File: src/rtl/rst_seq_if.sv
// Reset-sequencer signal bundle: PLL lock input plus the reset/status outputs.
// master: sequencer side (samples locked, drives pll_rst/sys_rst_n/ready/lost_cnt).
// slave : PLL / system side (drives locked, observes the resets and status).
interface rst_seq_if;
    logic       locked;     // PLL lock flag, asynchronous to clkin
    logic       pll_rst;    // active-high reset to the PLL
    logic       sys_rst_n;  // active-low reset for PLL-clocked logic
    logic       ready;      // high while the sequencer is running
    logic [7:0] lost_cnt;   // saturating count of lock losses while running

    modport master (
        input  locked,
        output pll_rst,
        output sys_rst_n,
        output ready,
        output lost_cnt
    );

    modport slave (
        output locked,
        input  pll_rst,
        input  sys_rst_n,
        input  ready,
        input  lost_cnt
    );
endinterface

File: src/rtl/rst_seq.sv
// PLL lock supervisor: holds system reset until lock has been stable HOLD_CYCLES, re-resets the PLL on lock timeout.
// Latency: release on edge N+HOLD_CYCLES+2 after lock is first sampled; loss drops sys_rst_n two edges after the sampled loss.
// Backpressure: none; locked is free-running, all outputs registered and reset asynchronously by rst_n.
// Ports: clkin (reference clock), rst_n (async active-low reset), bus (rst_seq_if.master: locked in; pll_rst, sys_rst_n, ready, lost_cnt out).
// Build option: define RST_SEQ_TIMEOUT_EN to enable the lock timeout and PLL re-reset pulse; undefined, S_WAIT waits forever.
module rst_seq #(
    parameter int HOLD_CYCLES   = 65536,
    parameter int LOCK_TIMEOUT  = 5000000,
    parameter int PLLRST_CYCLES = 16
) (
    input  logic         clkin,
    input  logic         rst_n,
    rst_seq_if.master    bus
);

    typedef enum logic [1:0] {
        S_WAIT   = 2'd0,
        S_HOLD   = 2'd1,
        S_RUN    = 2'd2,
        S_PLLRST = 2'd3
    } state_t;

    // Terminal counts, compared against the shared 24-bit counter.
    localparam logic [23:0] HOLD_LAST    = 24'(HOLD_CYCLES - 1);
    localparam logic [23:0] TIMEOUT_LAST = 24'(LOCK_TIMEOUT - 1);
    localparam logic [23:0] PLLRST_LAST  = 24'(PLLRST_CYCLES - 1);

`ifdef RST_SEQ_TIMEOUT_EN
    localparam bit TIMEOUT_EN = 1'b1;
`else
    // Timeout path folds away: S_PLLRST can never be entered.
    localparam bit TIMEOUT_EN = 1'b0;
`endif

    state_t      state;
    state_t      next;
    logic [23:0] cnt;
    logic        lock_m;
    logic        lock_s;

    logic        run_d;
    logic        pll_rst_d;
    logic        lost_inc;

    logic        sys_rst_n_q;
    logic        ready_q;
    logic        pll_rst_q;
    logic [7:0]  lost_cnt_q;

    // Two-flop synchronizer for the asynchronous lock flag; only lock_s is used.
    always_ff @(posedge clkin or negedge rst_n) begin
        if (!rst_n) begin
            lock_m <= 1'b0;
            lock_s <= 1'b0;
        end else begin
            lock_m <= bus.locked;
            lock_s <= lock_m;
        end
    end

    // State register and shared counter; the counter restarts on every state change.
    always_ff @(posedge clkin or negedge rst_n) begin
        if (!rst_n) begin
            state <= S_WAIT;
            cnt   <= 24'd0;
        end else begin
            state <= next;
            if (next != state) begin
                cnt <= 24'd0;
            end else begin
                cnt <= cnt + 24'd1;
            end
        end
    end

    // Next-state logic.
    always_comb begin
        next = state;
        case (state)
            S_WAIT: begin
                // Lock wins over a simultaneous timeout.
                if (lock_s) begin
                    next = S_HOLD;
                end else if (TIMEOUT_EN && (cnt == TIMEOUT_LAST)) begin
                    next = S_PLLRST;
                end
            end
            S_HOLD: begin
                if (!lock_s) begin
                    next = S_WAIT;
                end else if (cnt == HOLD_LAST) begin
                    next = S_RUN;
                end
            end
            S_RUN: begin
                if (!lock_s) begin
                    next = S_WAIT;
                end
            end
            S_PLLRST: begin
                // Lock is meaningless while the PLL is held in reset.
                if (cnt == PLLRST_LAST) begin
                    next = S_WAIT;
                end
            end
            default: next = S_WAIT;
        endcase
    end

    // Output decode from next state, so the registered outputs track the state register.
    always_comb begin
        run_d     = (next == S_RUN);
        pll_rst_d = (next == S_PLLRST);
        lost_inc  = (state == S_RUN) && (next == S_WAIT) && (lost_cnt_q != 8'hFF);
    end

    // Output registers; pll_rst resets high so the PLL is held in reset with the board.
    always_ff @(posedge clkin or negedge rst_n) begin
        if (!rst_n) begin
            sys_rst_n_q <= 1'b0;
            ready_q     <= 1'b0;
            pll_rst_q   <= 1'b1;
            lost_cnt_q  <= 8'd0;
        end else begin
            sys_rst_n_q <= run_d;
            ready_q     <= run_d;
            pll_rst_q   <= pll_rst_d;
            if (lost_inc) begin
                lost_cnt_q <= lost_cnt_q + 8'd1;
            end
        end
    end

    assign bus.sys_rst_n = sys_rst_n_q;
    assign bus.ready     = ready_q;
    assign bus.pll_rst   = pll_rst_q;
    assign bus.lost_cnt  = lost_cnt_q;

endmodule

File: src/flat_wrapper.sv
// flat-port wrapper written by rule: the top's interface ports become plain ports
module rst_seq_flat 
#(
    parameter int HOLD_CYCLES   = 65536,
    parameter int LOCK_TIMEOUT  = 5000000,
    parameter int PLLRST_CYCLES = 16
)
  (clkin, rst_n, bus_locked, bus_pll_rst, bus_sys_rst_n, bus_ready, bus_lost_cnt);
  rst_seq_if bus_i ();
  input  logic clkin;
  input  logic rst_n;
  input wire logic [$bits(bus_i.locked)-1:0] bus_locked;
  output wire logic [$bits(bus_i.pll_rst)-1:0] bus_pll_rst;
  output wire logic [$bits(bus_i.sys_rst_n)-1:0] bus_sys_rst_n;
  output wire logic [$bits(bus_i.ready)-1:0] bus_ready;
  output wire logic [$bits(bus_i.lost_cnt)-1:0] bus_lost_cnt;
  assign bus_i.locked = bus_locked;
  assign bus_pll_rst = bus_i.pll_rst;
  assign bus_sys_rst_n = bus_i.sys_rst_n;
  assign bus_ready = bus_i.ready;
  assign bus_lost_cnt = bus_i.lost_cnt;
  rst_seq #(.HOLD_CYCLES(HOLD_CYCLES), .LOCK_TIMEOUT(LOCK_TIMEOUT), .PLLRST_CYCLES(PLLRST_CYCLES)) u_core (.clkin(clkin), .rst_n(rst_n), .bus(bus_i));
endmodule
File: config.mk
export PLATFORM = sky130hd
export DESIGN_NAME = rst_seq_flat
export DESIGN_NICKNAME = d
export VERILOG_FILES = /design/src/rtl/rst_seq_if.sv /design/src/rtl/rst_seq.sv /design/src/flat_wrapper.sv
export SDC_FILE = /design/constraint.sdc
export NUM_CORES = 1
export LEC_CHECK = 0
export BUFFER_PORTS_ARGS = -buffer_cell sky130_fd_sc_hd__buf_2
export CORE_MARGIN = 5
export CORE_UTILIZATION = 60
export CTS_BUF_LIST = sky130_fd_sc_hd__clkbuf_4
export DETAILED_ROUTE_END_ITERATION = 6
export PLACE_DENSITY_LB_ADDON = 0.1
export SYNTH_ARGS = -nofsm -noshare
export SYNTH_HDL_FRONTEND = slang
export SYNTH_SLANG_ARGS = --single-unit
File: constraint.sdc
create_clock -name clkin -period 1.87 [get_ports clkin]
set_input_delay 0.374 -clock clkin [delete_from_list [all_inputs] [get_ports clkin]]
set_output_delay 0.374 -clock clkin [all_outputs]
set_load 0.05 [all_outputs]
==> impl_metrics.csv, run 1 <==
group,metric,value,unit
critical_path,cp_num_buf_inv,1,
final_layout,n_fill_cell,246,
synth,ys_types,31,
critical_path,critical_path.startpoint,"u_core.cnt[17]",
global_route,grt_util_all_layers,0.1761,
power_and_ir_drop,p_seq_frac,0.639,
synth,synth_nets,178,
floorplan,rows,20,
final_layout,diodes,0,
floorplan,dieArea,4226,um^2
critical_path,crit_required,2.10,ns
critical_path,crit_fanout,24,
floorplan,die_h,65.01,um
floorplan,fp.dieW,65.01,um
clocking,numCtsBuffers,5,
critical_path,cp_slowest_cell,"or4_4",
floorplan,coreArea,2978,um^2
final_layout,mostFrequentLayoutCell,"dfrtp_1",
final_layout,drive_gt1_frac,0.2211,
power_and_ir_drop,vdd_drop_max,436.2,uV
power_and_ir_drop,pwr-share-clk,0.312,
final_layout,multi_input_area,827.0,um^2
route,routed_via_density,5.478,
route,ant_nets,0,
power_and_ir_drop,power_frac_comb,0.049,
power_and_ir_drop,power.leakage,0.9836,nW
power_and_ir_drop,p_per_area,642.7,nW/um^2
route,routedWlPerCell,13.47,um
synth,synth_top_area_cell,"dfrtp_1",
placement,place_worst_setup_slack,0.08332,ns
synth,syn_area_per_cell,10.49,um^2
min_path,hp-start,"bus_locked",
clocking,cts_htree_levels,2,
route,dr.pass1.iters,4,
critical_path,endpoint_kind,"flip-flop",
route,drt-initial-drc-count,87,
clocking,clock_sinks,38,
floorplan,start_util,0.6097,
synth,synthesis.area,1815,um^2
global_route,antenna_found_initial,0,
final_layout,finalNetCount,203,
timing,drv_slew,0,
synth,ys_seq_elements,38,
clocking,clkTransAtPathRegs,0.12,ns
timing,relSlewSlack,0.6709,
route,drc,0,
status,status,"finished clean",
global_route,grt_max_degree,25,
timing,fin_crit_sh,0.9515,
power_and_ir_drop,power.net_switching,0.3197,mW
timing,timing_hold_violations_final,0,
placement,gp_congestion,0.8345,
timing,rsz0062_at_grt,"false",
synth,ys_warn_count,0,
global_route,grt_use_met2,0.2695,
min_path,hp-class,"in2reg",
global_route,busiest_layer,"met2",
synth,seq_area_frac_synth,0.5245,
critical_path,cp_slowest_stage_delay,0.56,ns
final_layout,regArea,954.7,um^2
clocking,clk_path_buf_depth,2,
global_route,grtUsageMet1,0.2332,
synth,synth.area.top_cells,"dfrtp_1 51%, xor2_1 10%, nor2_1 6.4%",
timing,fmax,562.0,MHz
placement,dp_hpwl,2212,um
critical_path,reg2reg_from,"u_core.cnt[17]",
clocking,cts_tree,"built",
final_layout,area_growth,12.61,%
critical_path,crit_arrival,2.01,ns
synth,synth_top_area_frac,0.5100,
power_and_ir_drop,internal_power,0.9944,mW
clocking,insertion_delay,0.34,ns
timing,tns,0,ns
floorplan,io_pins,14,
timing,finalSetupViolations,0,
synth,synthesis.instances,173,
global_route,grt.overflow.total,0,
final_layout,mostFrequentLayoutCells,"35 x dfrtp_1, 31 x nor2_1, 21 x xor2_1",
critical_path,path_cells,"or4_4 > nor2_4 > nand3_1 > a21oi_4 > buf_12 > nor2_1",
clocking,cts_root_buf,"clkbuf_4",
timing,fin_crit,1.779,ns
power_and_ir_drop,switching_share,0.2433,
timing,fin_worst_skew,0.01100,ns
route,num_vias,1271,
global_route,met3_usage,0.05719,
global_route,grt_pass1_vias,1245,
timing,fin_ws,0.09067,ns
critical_path,critPathKind,"reg2reg",
final_layout,fin_util,0.6866,
job,maxCapViolations,0,
timing,tightest_slew,0.4899,ns
placement,io_buffers,13,
route,wl,3126,um
critical_path,cp-start-kind,"flip-flop",
global_route,grt_pass1_wl,5692,um
critical_path,critPathTopFamily,"simple AND/OR/NAND/NOR gates",
-- final timing paths --
check	endpoint	slack, ns	cells past startpoint
worst max register to register	u_core.cnt[11]	0.09	6
worst min register to register	u_core.lock_s	0.36	0
min in group asynchronous	u_core.cnt[19]	0.48	2
worst min-delay path	u_core.lock_m	0.12	1
max in group asynchronous	u_core.bus.lost_cnt[1]	0.92	3
worst max-delay path	u_core.cnt[11]	0.09	6
-- through the flow --
step	cells	hold WS, ns	cell area [um^2]	power (mW)
floorplan	173	0.07841	1818	0.8879
global placement	222	0.3227	1964	0.9174
detailed placement	222	0.3292	1964	0.9202
CTS	231	0.1154	2028	1.332
global route	232	0.08647	2044	1.386
finish	232	0.1231	2044	1.314
-- timing repair --
action                                  in CTS  in global routing
hold endpoints to repair                    16                  0
buffers inserted                             0                  1
endpoints found under the setup margin       0                 24
hold buffers                                 1                  0
gates resized for setup                      0                  3
-- kinds of logic (layout without fill, tap and decap cells) --
| kind of cell | Yosys count | after routing | synth area share |
|---|---|---|---|
| xor+xnor | 30 | 30 | 0.1447 |
| fa+ha+maj | 2 | 2 | 0.01378 |
| flops | 38 | 38 | 0.5245 |
| simple gates | 89 | 89 | 0.2584 |
| mux | 1 | 1 | 0.006202 |
| buf+inv | 7 | 33 | 0.02481 |
| compound gates | 6 | 6 | 0.02757 |
-- registers in the layout, indices dropped and copies added (netlist names) --
register and count:
u_core.bus.pll_rst 1, u_core.state 2, u_core.lock_m 1, u_core.bus.sys_rst_n 1, u_core.lock_s 1, u_core.cnt 24, u_core.bus.lost_cnt 8
-- synth_stat cells --
| cell type | instances |
|---|---|
| dfrtp_1 | 37 |
| nor2_1 | 31 |
| xor2_1 | 21 |
| nand2_1 | 15 |
| nand3_1 | 15 |
| xnor2_1 | 9 |
| nand4_1 | 5 |
| and3_1 | 4 |
| and4_1 | 4 |
| inv_1 | 4 |
| nor4_1 | 3 |
| buf_6 | 2 |
| ha_1 | 2 |
| nor2_2 | 2 |
| o211ai_1 | 2 |
| o21ai_0 | 2 |
| a21oi_2 | 1 |
| a21oi_4 | 1 |
| and4_2 | 1 |
| buf_4 | 1 |
| dfstp_2 | 1 |
| mux2_2 | 1 |
| nand3b_1 | 1 |
| nand4_2 | 1 |
| nor2_4 | 1 |
| nor2b_1 | 1 |
| nor3_1 | 1 |
| nor4_4 | 1 |
| or2_2 | 1 |
| or4_1 | 1 |
| or4_4 | 1 |
-- per-layer routing --
| metal | wire [um] | vias up | part of all wire |
|---|---|---|---|
| li1 | - | 635 | - |
| met1 | 1474 | 608 | 0.47 |
| met2 | 1468 | 18 | 0.47 |
| met3 | 124 | 10 | 0.040 |
| met4 | 59 | 0 | 0.019 |
| met5 | 0 | - | 0 |
-- final cells by class --
type,instances,share of cell area
Sequential cell,38,0.4670
Multi-Input combinational cell,128,0.4045
Timing Repair Buffer,21,0.07466
Tap cell,33,0.02020
Clock buffer,5,0.01836
Clock inverter,3,0.007956
Inverter,4,0.007344
-- power groups by stage --
stage               sequential [mW]  clock [mW]  combinational (mW)
floorplan                     0.854           0              0.0339
global placement              0.855           0              0.0620
detailed placement            0.856           0              0.0647
CTS                           0.840       0.426              0.0670
global route                  0.843       0.469              0.0742
finish                        0.840       0.409              0.0649
No activity file was read; power rests on OpenSTA's default activity.
==> inputs of run 2 (changes only) <==
- BUFFER_PORTS_ARGS: -buffer_cell sky130_fd_sc_hd__buf_2 -> -buffer_cell sky130_fd_sc_hd__clkbuf_2
==> impl_metrics.csv, run 2 (same netlist as run 1, synthesis figures left out) <==
group,metric,value,unit
global_route,grt_pass1_wl,5816,um
global_route,antenna_found_initial,0,
placement,gp_congestion,0.7934,
power_and_ir_drop,p_per_area,715.0,nW/um^2
floorplan,fp.dieW,65.01,um
timing,timing_hold_violations_final,0,
placement,io_buffers,13,
min_path,hp-class,"in2async",
timing,tightest_slew,0.4599,ns
timing,fin_crit,1.793,ns
floorplan,start_util,0.6097,
power_and_ir_drop,vdd_drop_max,727.8,uV
status,status,"finished clean",
final_layout,largest-register,"u_core.cnt",
route,wl,3321,um
clocking,clkTransAtPathRegs,0.12,ns
critical_path,crit_arrival,2.04,ns
clocking,insertion_delay,0.36,ns
final_layout,design_area,2044,um^2
timing,fmax,557.7,MHz
placement,placed_area,1952,um^2
floorplan,io_pins,14,
route,routed_via_density,5.595,
timing,finalSetupViolations,0,
route,ant_nets,0,
timing,relSlewSlack,0.6910,
critical_path,r2r-end,"u_core.cnt[2]",
timing,rsz0062_at_grt,"false",
placement,dp_hpwl,2282,um
clocking,clk_path_buf_depth,2,
global_route,grt_max_degree,39,
clocking,numCtsBuffers,5,
power_and_ir_drop,power,1.462,mW
route,num_vias,1298,
critical_path,crit_required,2.12,ns
critical_path,reg2reg_depth,6,
critical_path,crit_fanout,24,
clocking,cts_tree,"built",
route,drc,0,
placement,place_worst_setup_slack,0.08407,ns
critical_path,cp-start-kind,"flip-flop",
critical_path,critPathKind,"reg2reg",
timing,fin_ws,0.07694,ns
global_route,grt.overflow.total,0,
timing,tns,0,ns
floorplan,dieArea,4226,um^2
floorplan,die_h,65.01,um
clocking,cts_root_buf,"clkbuf_4",
global_route,grt_pass1_vias,1287,
route,routedWlPerCell,14.31,um
timing,fin_hold_ws,0.03917,ns
route,dr.pass1.iters,4,
timing,fin_worst_skew,0.01308,ns
clocking,clock_sinks,38,
final_layout,mostFrequentLayoutCells,"35 x dfrtp_1, 31 x nor2_1, 21 x xor2_1",
final_layout,finalNetCount,203,
critical_path,reg2reg_from,"u_core.cnt[21]",
clocking,cts_setup_buffers,0,
job,maxCapViolations,0,
clocking,cts_htree_levels,2,
critical_path,rrSetupSlack,0.08,ns
floorplan,rows,20,
final_layout,diodes,0,
timing,drv_slew,0,
final_layout,drive_gt1_frac,0.2161,
global_route,grt_util_all_layers,0.1801,
final_layout,mostFrequentLayoutCell,"dfrtp_1",
clocking,hold_buffers,0,
timing,fin_crit_sh,0.9589,
final_layout,largest_register_ffs,24,
route,drt-initial-drc-count,44,
critical_path,endpoint_kind,"flip-flop",
clocking,post_cts_resized,0,
power_and_ir_drop,power.leakage,0.9888,nW
final_layout,area_growth,12.61,%
floorplan,coreArea,2978,um^2
## run 2: cell count changes in the layout (fill, tap and decap cells not counted), sizes merged
cell,change
dlygate4sd3,-1
clkbuf,+13
buf,-12
clkinvlp,-1
bufinv,+1
## run 2: worst max path at each step
| stage | from | to | slack [ns] |
|---|---|---|---|
| floorplan | u_core.bus.lost_cnt[3] | u_core.bus.lost_cnt[6] | 0.08 |
| global placement | u_core.cnt[21] | u_core.cnt[23] | 0.14 |
| detailed placement | u_core.cnt[20] | u_core.cnt[2] | 0.08 |
| CTS | u_core.cnt[21] | u_core.cnt[2] | 0.07 |
| global route | u_core.cnt[10] | u_core.cnt[19] | 0.01 |
| finish | u_core.cnt[21] | u_core.cnt[2] | 0.08 |
## run 2: cell type report
| cell class | count | area [um^2] |
|---|---|---|
| multi-input combinational | 128 | 818.3 |
| timing repair buffer | 21 | 137.6 |
| clock inverter | 3 | 40.04 |
| fill | 253 | 933.4 |
| inverter | 4 | 15.01 |
| clock buffer | 5 | 37.54 |
| sequential | 38 | 954.7 |
| tap | 33 | 41.29 |
## run 2: worst max-delay path: stages, from the launching register on
cell,delay [ns]
dfrtp_1,0.41
or4_1,0.58
nor2_4,0.15
nand3_1,0.13
a21oi_4,0.16
buf_12,0.18
nor2_1,0.07
## run 2: stage by stage
step	utilization	std cells
6_report	0.6866	232
5_1_grt	0.6866	232
4_1_cts	0.6815	230
3_5_place_dp	0.6555	222
3_3_place_gp	0.6555	222
2_1_floorplan	-	173
## run 2: where the power goes
| part | internal [mW] | switching (mW) |
|---|---|---|
| clock network | 0.277 | 0.279 |
| logic | 0.0242 | 0.0413 |
| registers | 0.831 | 0.00931 |
| total | 1.13 | 0.330 |
## run 2: layer usage
layer,GRT usage,vias to the layer above,part of all wire
li1,-,637,-
met1,0.2230,633,0.46
met2,0.2937,23,0.48
met3,0.06239,5,0.042
met4,0.05805,0,0.014
met5,0,-,0
==> inputs of run 3 (changes only) <==
- CORE_MARGIN: 5 -> 2
==> impl_metrics.csv, run 3 (same netlist as run 1, synthesis figures left out) <==
group,metric,value,unit
status,status,"finished clean",
timing,finalSetupViolations,0,
clocking,hold_buffers,0,
floorplan,start_util,0.6472,
power_and_ir_drop,vdd_drop_max,514.2,uV
global_route,grt_max_degree,39,
timing,rsz0062_at_grt,"false",
final_layout,fin_util,0.7333,
global_route,grt_util_all_layers,0.2273,
clocking,numCtsBuffers,5,
final_layout,finalNetCount,201,
route,wl,3285,um
power_and_ir_drop,switching_share,0.2017,
critical_path,cp-start-kind,"flip-flop",
timing,tightest_slew,0.4930,ns
placement,dp_hpwl,2345,um
floorplan,coreArea,2805,um^2
min_path,hp-class,"in2async",
timing,fin_hold_ws,0.04695,ns
placement,dp.cells,220,
route,drt-initial-drc-count,39,
clocking,clkTransAtPathRegs,0.12,ns
route,routedWlPerCell,14.41,um
job,maxCapViolations,0,
floorplan,die_h,59.01,um
timing,relSlewSlack,0.6688,
placement,io_buffers,13,
power_and_ir_drop,p_seq_frac,0.532,
power_and_ir_drop,pwr-share-clk,0.431,
critical_path,crit_required,2.11,ns
final_layout,design_area,2057,um^2
global_route,antenna_found_initial,0,
final_layout,n_fill_cell,208,
route,routed_via_density,5.636,
timing,tns,0,ns
floorplan,dieArea,3482,um^2
timing,fin_crit_sh,0.9503,
critical_path,crit_arrival,2.02,ns
timing,drv_slew,0,
placement,placed_area,1949,um^2
timing,fin_crit,1.777,ns
final_layout,area_growth,13.30,%
final_layout,drive_gt1_frac,0.2081,
final_layout,mostFrequentLayoutCells,"35 x dfrtp_1, 31 x nor2_1, 21 x xor2_1",
final_layout,mostFrequentLayoutCell,"dfrtp_1",
route,drc,0,
route,num_vias,1285,
floorplan,io_pins,14,
clocking,clk_path_buf_depth,2,
final_layout,diodes,0,
power_and_ir_drop,power_frac_comb,0.038,
global_route,grt_pass1_vias,1284,
clocking,cts_tree,"built",
floorplan,rows,19,
final_layout,stdcell_count,228,
final_layout,largest_register_ffs,24,
route,ant_nets,0,
power_and_ir_drop,power.leakage,0.9881,nW
clocking,cts_htree_levels,2,
final_layout,largest-register,"u_core.cnt",
timing,fin_worst_skew,0.008764,ns
clocking,insertion_delay,0.34,ns
critical_path,endpoint_kind,"flip-flop",
power_and_ir_drop,power.net_switching,0.3189,mW
power_and_ir_drop,p_per_area,768.5,nW/um^2
floorplan,fp.dieW,59.01,um
timing,fmax,562.7,MHz
critical_path,critPathKind,"reg2reg",
global_route,grt_pass1_wl,5830,um
power_and_ir_drop,internal_power,1.262,mW
timing,timing_hold_violations_final,0,
route,dr.pass1.iters,4,
placement,gp_congestion,0.8347,
clocking,clock_sinks,38,
critical_path,crit_fanout,24,
global_route,grt.overflow.total,0,
clocking,cts_root_buf,"clkbuf_4",
## run 3: final timing paths
| check | start | cells after the start | slack [ns] | to |
|---|---|---|---|---|
| setup / recovery | u_core.cnt[20] | 6 | 0.09 | u_core.cnt[16] |
| hold / removal | rst_n | 2 | 0.05 | u_core.cnt[18] |
| setup reg to reg | u_core.cnt[20] | 6 | 0.09 | u_core.cnt[16] |
| hold reg to reg | u_core.lock_m | 0 | 0.36 | u_core.lock_s |
| max in group asynchronous | rst_n | 2 | 1.48 | u_core.bus.lost_cnt[1] |
| min in group clkin | bus_locked | 1 | 0.12 | u_core.lock_m |
## run 3: power groups by stage
stage	sequential (mW)	combinational, mW	clock (mW)
floorplan	0.854	0.0339	0
detailed placement	0.856	0.0623	0
global route	0.842	0.0690	0.728
finish	0.841	0.0595	0.681
global placement	0.855	0.0582	0
CTS	0.840	0.0622	0.695
## run 3: cell type report
| type | instances | area, um^2 | share of cell area |
|---|---|---|---|
| Clock inverter | 3 | 63.81 | 0.03102 |
| Clock buffer | 5 | 37.54 | 0.01825 |
| Timing Repair Buffer | 19 | 122.6 | 0.05961 |
| Multi-Input combinational cell | 128 | 824.5 | 0.4009 |
| Inverter | 4 | 15.01 | 0.007299 |
| Sequential cell | 38 | 954.7 | 0.4641 |
| Tap cell | 31 | 38.79 | 0.01886 |
## run 3: routing by layer
layer	part of all wire	global-route usage
met1	0.46	0.2936
met3	0.032	0.05895
met2	0.50	0.3603
met4	0.010	0.1039
met5	0	0
## run 3: critical path: stages, from the launching register on
cell	delay, ns
dfrtp_1	0.43
or4_1	0.56
nor2_4	0.14
nand3_1	0.13
a21oi_4	0.17
buf_12	0.17
nor2_1	0.06
## run 3: metrics by stage
stage | setup slack [ns] | power, mW
floorplan | 0.08219 | 0.8879
global placement | 0.1513 | 0.9134
detailed placement | 0.1097 | 0.9186
finish | 0.09297 | 1.581
CTS | 0.08985 | 1.598
global route | 0.005869 | 1.639
## run 3: timing repair
| item | 4_1_cts | 5_1_grt |
|---|---|---|
| gates resized for setup | 0 | 1 |
| endpoints found under the setup margin | 0 | 23 |
| setup buffers | 0 | 0 |
